--- src/rtl/sram_arb_pkg.sv ---
// Shared types for the instruction/data SRAM arbiter.
// Port ids double as grant-vector bit positions.
package sram_arb_pkg;

  localparam int ADDR_W = 32;
  localparam int DATA_W = 32;
  localparam int STRB_W = DATA_W / 8;

  typedef enum logic {
    PORT_INST = 1'b0,
    PORT_DATA = 1'b1
  } port_e;

  typedef struct packed {
    logic              wr;
    logic [STRB_W-1:0] wstrb;
    logic [ADDR_W-1:0] addr;
    logic [DATA_W-1:0] wdata;
  } sram_req_t;

endpackage

--- src/rtl/arb_rr2.sv ---
// Two-requester round-robin arbiter with one-hot grant.
// A tie goes to the requester that did not win last.
module arb_rr2
  import sram_arb_pkg::*;
(
  input  logic       clk,
  input  logic       resetn,
  input  logic [1:0] req,
  input  logic       advance,
  output logic [1:0] grant
);

  port_e last_grant;

  // Remember the winner; reset favours INST on the first tie.
  always_ff @(posedge clk) begin
    if (!resetn) begin
      last_grant <= PORT_DATA;
    end else if (advance) begin
      last_grant <= port_e'(grant[1]);
    end
  end

  // Lone requester wins outright; a tie goes to the other port.
  always_comb begin
    grant = 2'b00;
    unique case (1'b1)
      (&req): begin
        grant = (last_grant == PORT_DATA) ? 2'b01 : 2'b10;
      end
      default: begin
        grant = req;
      end
    endcase
  end

endmodule

--- src/rtl/sram_arbiter.sv ---
// Shares one read-first registered SRAM between the fetch
// and data ports, one grant per cycle, response one cycle later.
module sram_arbiter
  import sram_arb_pkg::*;
#(
  parameter int LEN_ADDR = ADDR_W,
  parameter int LEN_DATA = DATA_W
) (
  input  logic                  clk,
  input  logic                  resetn,
  input  logic                  inst_req,
  input  logic                  inst_wr,
  input  logic [LEN_DATA/8-1:0] inst_wstrb,
  input  logic [LEN_ADDR-1:0]   inst_addr,
  input  logic [LEN_DATA-1:0]   inst_wdata,
  output logic                  inst_addr_ok,
  output logic                  inst_data_ok,
  output logic [LEN_DATA-1:0]   inst_rdata,
  input  logic                  data_req,
  input  logic                  data_wr,
  input  logic [LEN_DATA/8-1:0] data_wstrb,
  input  logic [LEN_ADDR-1:0]   data_addr,
  input  logic [LEN_DATA-1:0]   data_wdata,
  output logic                  data_addr_ok,
  output logic                  data_data_ok,
  output logic [LEN_DATA-1:0]   data_rdata,
  output logic                  ram_en,
  output logic [LEN_DATA/8-1:0] ram_we,
  output logic [LEN_ADDR-1:0]   ram_addr,
  output logic [LEN_DATA-1:0]   ram_din,
  input  logic [LEN_DATA-1:0]   ram_dout
);

  logic [1:0] req;
  logic [1:0] grant;
  sram_req_t  inst_q;
  sram_req_t  data_q;
  sram_req_t  sel;
  logic       resp_valid;
  port_e      resp_owner;

  // Requests are masked in reset so nothing is granted there.
  assign req = {data_req, inst_req} & {2{resetn}};

  arb_rr2 u_arb (
    .clk     (clk),
    .resetn  (resetn),
    .req     (req),
    .advance (|grant),
    .grant   (grant)
  );

  assign inst_q = '{
    wr:    inst_wr,
    wstrb: inst_wstrb,
    addr:  inst_addr,
    wdata: inst_wdata
  };

  assign data_q = '{
    wr:    data_wr,
    wstrb: data_wstrb,
    addr:  data_addr,
    wdata: data_wdata
  };

  // Steer the granted request to the SRAM; idle drives zeros.
  always_comb begin
    sel = '0;
    unique case (1'b1)
      grant[0]: sel = inst_q;
      grant[1]: sel = data_q;
      default:  sel = '0;
    endcase
  end

  assign ram_en       = |grant;
  assign ram_we       = sel.wr ? sel.wstrb : '0;
  assign ram_addr     = sel.addr;
  assign ram_din      = sel.wdata;
  assign inst_addr_ok = grant[0];
  assign data_addr_ok = grant[1];

  // Track who owns the SRAM output in the next cycle.
  always_ff @(posedge clk) begin
    if (!resetn) begin
      resp_valid <= 1'b0;
      resp_owner <= PORT_INST;
    end else begin
      resp_valid <= |grant;
      if (|grant) begin
        resp_owner <= port_e'(grant[1]);
      end
    end
  end

  assign inst_data_ok = resetn && resp_valid
                     && (resp_owner == PORT_INST);
  assign data_data_ok = resetn && resp_valid
                     && (resp_owner == PORT_DATA);
  assign inst_rdata   = inst_data_ok ? ram_dout : '0;
  assign data_rdata   = data_data_ok ? ram_dout : '0;

endmodule

--- config.mk ---
export PLATFORM = sky130hd
export DESIGN_NAME = sram_arbiter
export DESIGN_NICKNAME = d
export VERILOG_FILES = /design/src/rtl/sram_arb_pkg.sv /design/src/rtl/arb_rr2.sv /design/src/rtl/sram_arbiter.sv
export SDC_FILE = /design/constraint.sdc
export NUM_CORES = 1
export LEC_CHECK = 0
export CORE_AREA = 10 10 114 116
export CTS_BUF_LIST = sky130_fd_sc_hd__clkbuf_8
export DETAILED_ROUTE_END_ITERATION = 12
export DIE_AREA = 0 0 124 126
export SETUP_SLACK_MARGIN = 0.02
export SLEW_MARGIN = 20
export SYNTH_ARGS = -nofsm -noshare
export SYNTH_HDL_FRONTEND = slang
export SYNTH_SLANG_ARGS = --single-unit
export TNS_END_PERCENT = 10
--- constraint.sdc ---
create_clock -name clk -period 2.51 [get_ports clk]
set_clock_uncertainty 0.1 [all_clocks]
set_input_delay 0.502 -clock clk [delete_from_list [all_inputs] [get_ports clk]]
set_output_delay 0.502 -clock clk [all_outputs]
set_load 0.01 [all_outputs]
==> flow_metrics.env <==
export IMPL_dpl_worst_slack_ps=-450
export IMPL_clk_latency_ps=210
export IMPL_area_added_between_synthesis_and_finish_pct=257
export IMPL_place_congestion=0.867
export IMPL_place_detailed_hpwl_microns=10900
export IMPL_ios=311
export IMPL_core_area_sq_um=10700
export IMPL_dp_area_sq_um=4630
export IMPL_avgViaCountPerCell=4.19
export IMPL_dr_first_iter_drc_count=97
export IMPL_fp_dieArea_sq_um=15600
export IMPL_setup_crit_start="data_req"
export IMPL_via_count=2623
export IMPL_main_combinational_cell_family_by_area_after_synthesis="compound AO/OA/AOI/OAI gates"
export IMPL_worst_slew_margin_rel_pct=90.0
export IMPL_num_rows=38
export IMPL_synth_warning_count=0
export IMPL_max_clock_freq_mhz=407
export IMPL_clock_tree_from_tritoncts="yes"
export IMPL_synth_xor_area_share_pct=0
export IMPL_leading_cell_types_by_total_area_after_synthesis="sky130_fd_sc_hd__a22o_1 (43%), sky130_fd_sc_hd__and2_1 (32%), sky130_fd_sc_hd__buf_6 (6.9%)"
export IMPL_finalWorstSetupSlack_ps=52.0
export IMPL_synth_ff_latch_count=3
export IMPL_crit_fanout=21
export IMPL_first_global_vias=2800
export IMPL_internal_power_mw=0.609
export IMPL_grt_start_max_net_pins=27
export IMPL_post_synthesis_share_of_cell_area_spent_on_and_or_nand_and_nor_gates_pct=35.0
export IMPL_pwr_density_cell_nw_per_um2=188
export IMPL_crit_required_ps=1910
export IMPL_stdcell_area_sq_um=4690
export IMPL_syn_mean_instance_area_sq_um=7.55
export IMPL_timing_worst_slew_pin_value_ps=148
export IMPL_most_common_library_cell_in_the_layout_ignoring_fill_and_taps="sky130_fd_sc_hd__clkdlybuf4s50_1"
export IMPL_fp_dieH_microns=126
export IMPL_post_route_cells_drive_above_1_share_pct=5.97
export IMPL_fin_nets=661
export IMPL_path_clk_slew_ps=30
export IMPL_synthMuxAreaShare_pct=0
export IMPL_timing_critical_path_from_type="input pin"
export IMPL_final_critical_path_share_of_the_clock_period_pct=97.9
export IMPL_mappedNetlistArea_sq_um=1310
export IMPL_ir_drop_uv=101
export IMPL_grt_pass1_wl_microns=17700
export IMPL_port_buffers=310
export IMPL_share_of_power_burned_in_registers_pct=6.2
export IMPL_outcome="completed"
export IMPL_syn_num_nets=348
export IMPL_final_max_slew_viol_count=0
export IMPL_switching_share_pct=30.8
export IMPL_hold_class="reg -> reg"
export IMPL_antenna_left=0
export IMPL_setup_worst_path_end_class="output pin"
export IMPL_p_clk_share_pct=15.1
export IMPL_sequential_fraction_of_the_synthesis_area_pct=4.57
export IMPL_wl_per_cell_microns=20.3
export IMPL_overflow=0
export IMPL_drt_wl_total_microns=12700
export IMPL_critPathCapture="ram_addr[31]"
export IMPL_clock_root_buffer="sky130_fd_sc_hd__clkbuf_8"
export IMPL_critPathKind="in -> out"
export IMPL_grt_total_usage_pct=14.6
export IMPL_post_synth_inst_count=174
export IMPL_post_synth_num_cell_types=16
export IMPL_timing_final_hold_violations=0
export IMPL_min_delay_start="resp_owner$_SDFFE_PN0P_"
export IMPL_static_leakage_power_nw=2.38
export IMPL_total_clock_sinks=3
export IMPL_netSwitchingPower_mw=0.271
export IMPL_regToRegSetupSlack_ps=1360
export IMPL_start_util_pct=12.3
export IMPL_regToRegStartpoint="u_arb.last_grant$_SDFFE_PN1P_"
export IMPL_clock_path_buffers=2
export IMPL_synthesized_area_fraction_occupied_by_ao_oa_aoi_and_oai_cells_pct=48.5
export IMPL_post_synth_top_area_cell="sky130_fd_sc_hd__a22o_1"
export IMPL_detail_route_first_pass_iterations=4
export IMPL_timing_rr_end="resp_owner$_SDFFE_PN0P_"
export IMPL_antenna_found_initial=0
export IMPL_synthAdderAreaFrac_pct=0
export IMPL_antennaDiodeCount=0
export IMPL_timing_max_cap_violations=0
export IMPL_synth_top_cell_area_share_pct=42.7
export IMPL_p_comb_share_pct=78.7
export IMPL_layout_cells_most_common_list="sky130_fd_sc_hd__clkdlybuf4s50_1 (171), sky130_fd_sc_hd__dlygate4sd2_1 (123), sky130_fd_sc_hd__and2_1 (68)"
export IMPL_cts_made_buffers=3
export IMPL_post_route_drc_count=0
export IMPL_cts_htree_levels=1
export IMPL_finalWorstPathRequiredPeriod_ps=2460
export IMPL_critical_path_arrival_ps=1860
export IMPL_dieWidth_microns=124
export IMPL_reg2reg_depth=4
export IMPL_grt_setup_unrepaired="false"
export IMPL_setup_viol=0
synthesized netlist by cell type:
master,n
sky130_fd_sc_hd__inv_1,1
sky130_fd_sc_hd__o21bai_1,1
sky130_fd_sc_hd__a21oi_2,1
sky130_fd_sc_hd__and2_1,68
sky130_fd_sc_hd__nand2_1,5
sky130_fd_sc_hd__dfxtp_1,3
sky130_fd_sc_hd__clkbuf_1,4
sky130_fd_sc_hd__o21a_1,2
sky130_fd_sc_hd__a22o_1,64
sky130_fd_sc_hd__o21ai_0,1
sky130_fd_sc_hd__and3_1,2
sky130_fd_sc_hd__nor2_1,1
sky130_fd_sc_hd__a32o_1,4
sky130_fd_sc_hd__buf_4,1
sky130_fd_sc_hd__buf_2,8
sky130_fd_sc_hd__buf_6,8
final cells by class:
type,count,area [sq um]
well taps,140,175
clock buffers,3,41.3
flip-flops and latches,3,60.1
multi-input cells,149,1120
repair buffers,329,3280
clock inverters,1,3.75
fillers,1118,6010
inverters,1,3.75
per-layer routing:
layer	GRT usage [%]	vias to the layer above	wire (microns)
met5	0	-	0
met1	14.9	1179	4570
li1	-	1279	-
met4	2.71	0	76
met2	27.5	161	6640
met3	5.45	4	1400
critical path, stage by stage:
cell	delay, ps
sky130_fd_sc_hd__dlygate4sd2_1	260
sky130_fd_sc_hd__buf_4	150
sky130_fd_sc_hd__a21oi_4	140
sky130_fd_sc_hd__buf_12	150
sky130_fd_sc_hd__buf_12	160
sky130_fd_sc_hd__a22o_1	190
sky130_fd_sc_hd__dlygate4sd2_1	290
flip-flops by register name, indices dropped and copies added, names as in the netlist:
signal            cells
resp_owner            1
resp_valid            1
u_arb.last_grant      1
cell families (layout without fill, tap and decap cells):
| logic type | Yosys count | count (layout) |
|---|---|---|
| simple gates | 76 | 76 |
| buf+inv | 22 | 334 |
| compound gates | 73 | 73 |
| flops | 3 | 3 |
power by group through the flow:
stage	Sequential, mW	Combinational [mW]	Clock, mW
after detailed placement	0.0543	0.736	0
final	0.0545	0.693	0.133
after global placement	0.0542	0.733	0
after global routing	0.0550	0.740	0.145
after CTS	0.0544	0.701	0.138
after floorplan	0.0538	0.207	0
metrics by stage:
stage | cells | hold WS, ps | TNS (ps) | power (mW) | util, %
2_1_floorplan | 174 | 341 | 0 | 0.261 | -
3_3_place_gp | 617 | 353 | -46720 | 0.788 | 43.3
3_5_place_dp | 617 | 376 | -47470 | 0.791 | 43.3
4_1_cts | 626 | 412 | 0 | 0.894 | 43.7
5_1_grt | 626 | 428 | 0 | 0.939 | 43.8
6_report | 626 | 407 | 0 | 0.880 | 43.8
worst min-delay path by stage:
| stage | slack, ps | cells after the start | endpoint |
|---|---|---|---|
| final | 410 | 2 | resp_owner$_SDFFE_PN0P_ |
| after global routing | 430 | 2 | resp_owner$_SDFFE_PN0P_ |
| after CTS | 410 | 2 | resp_owner$_SDFFE_PN0P_ |
| after detailed placement | 380 | 2 | resp_owner$_SDFFE_PN0P_ |
| after global placement | 350 | 2 | resp_owner$_SDFFE_PN0P_ |
| after floorplan | 340 | 2 | resp_owner$_SDFFE_PN0P_ |
what timing repair did:
item / CTS / global route
pin swaps: 2 / 0
buffers inserted: 1 / 0
cloned: 4 / 0
hold buffers: 0 / 0
endpoints found under the hold margin: 0 / 0
endpoints found under the setup margin: 137 / 21
gates resized for setup: 148 / 18
Note: power is estimated with default switching activity, not from simulation.
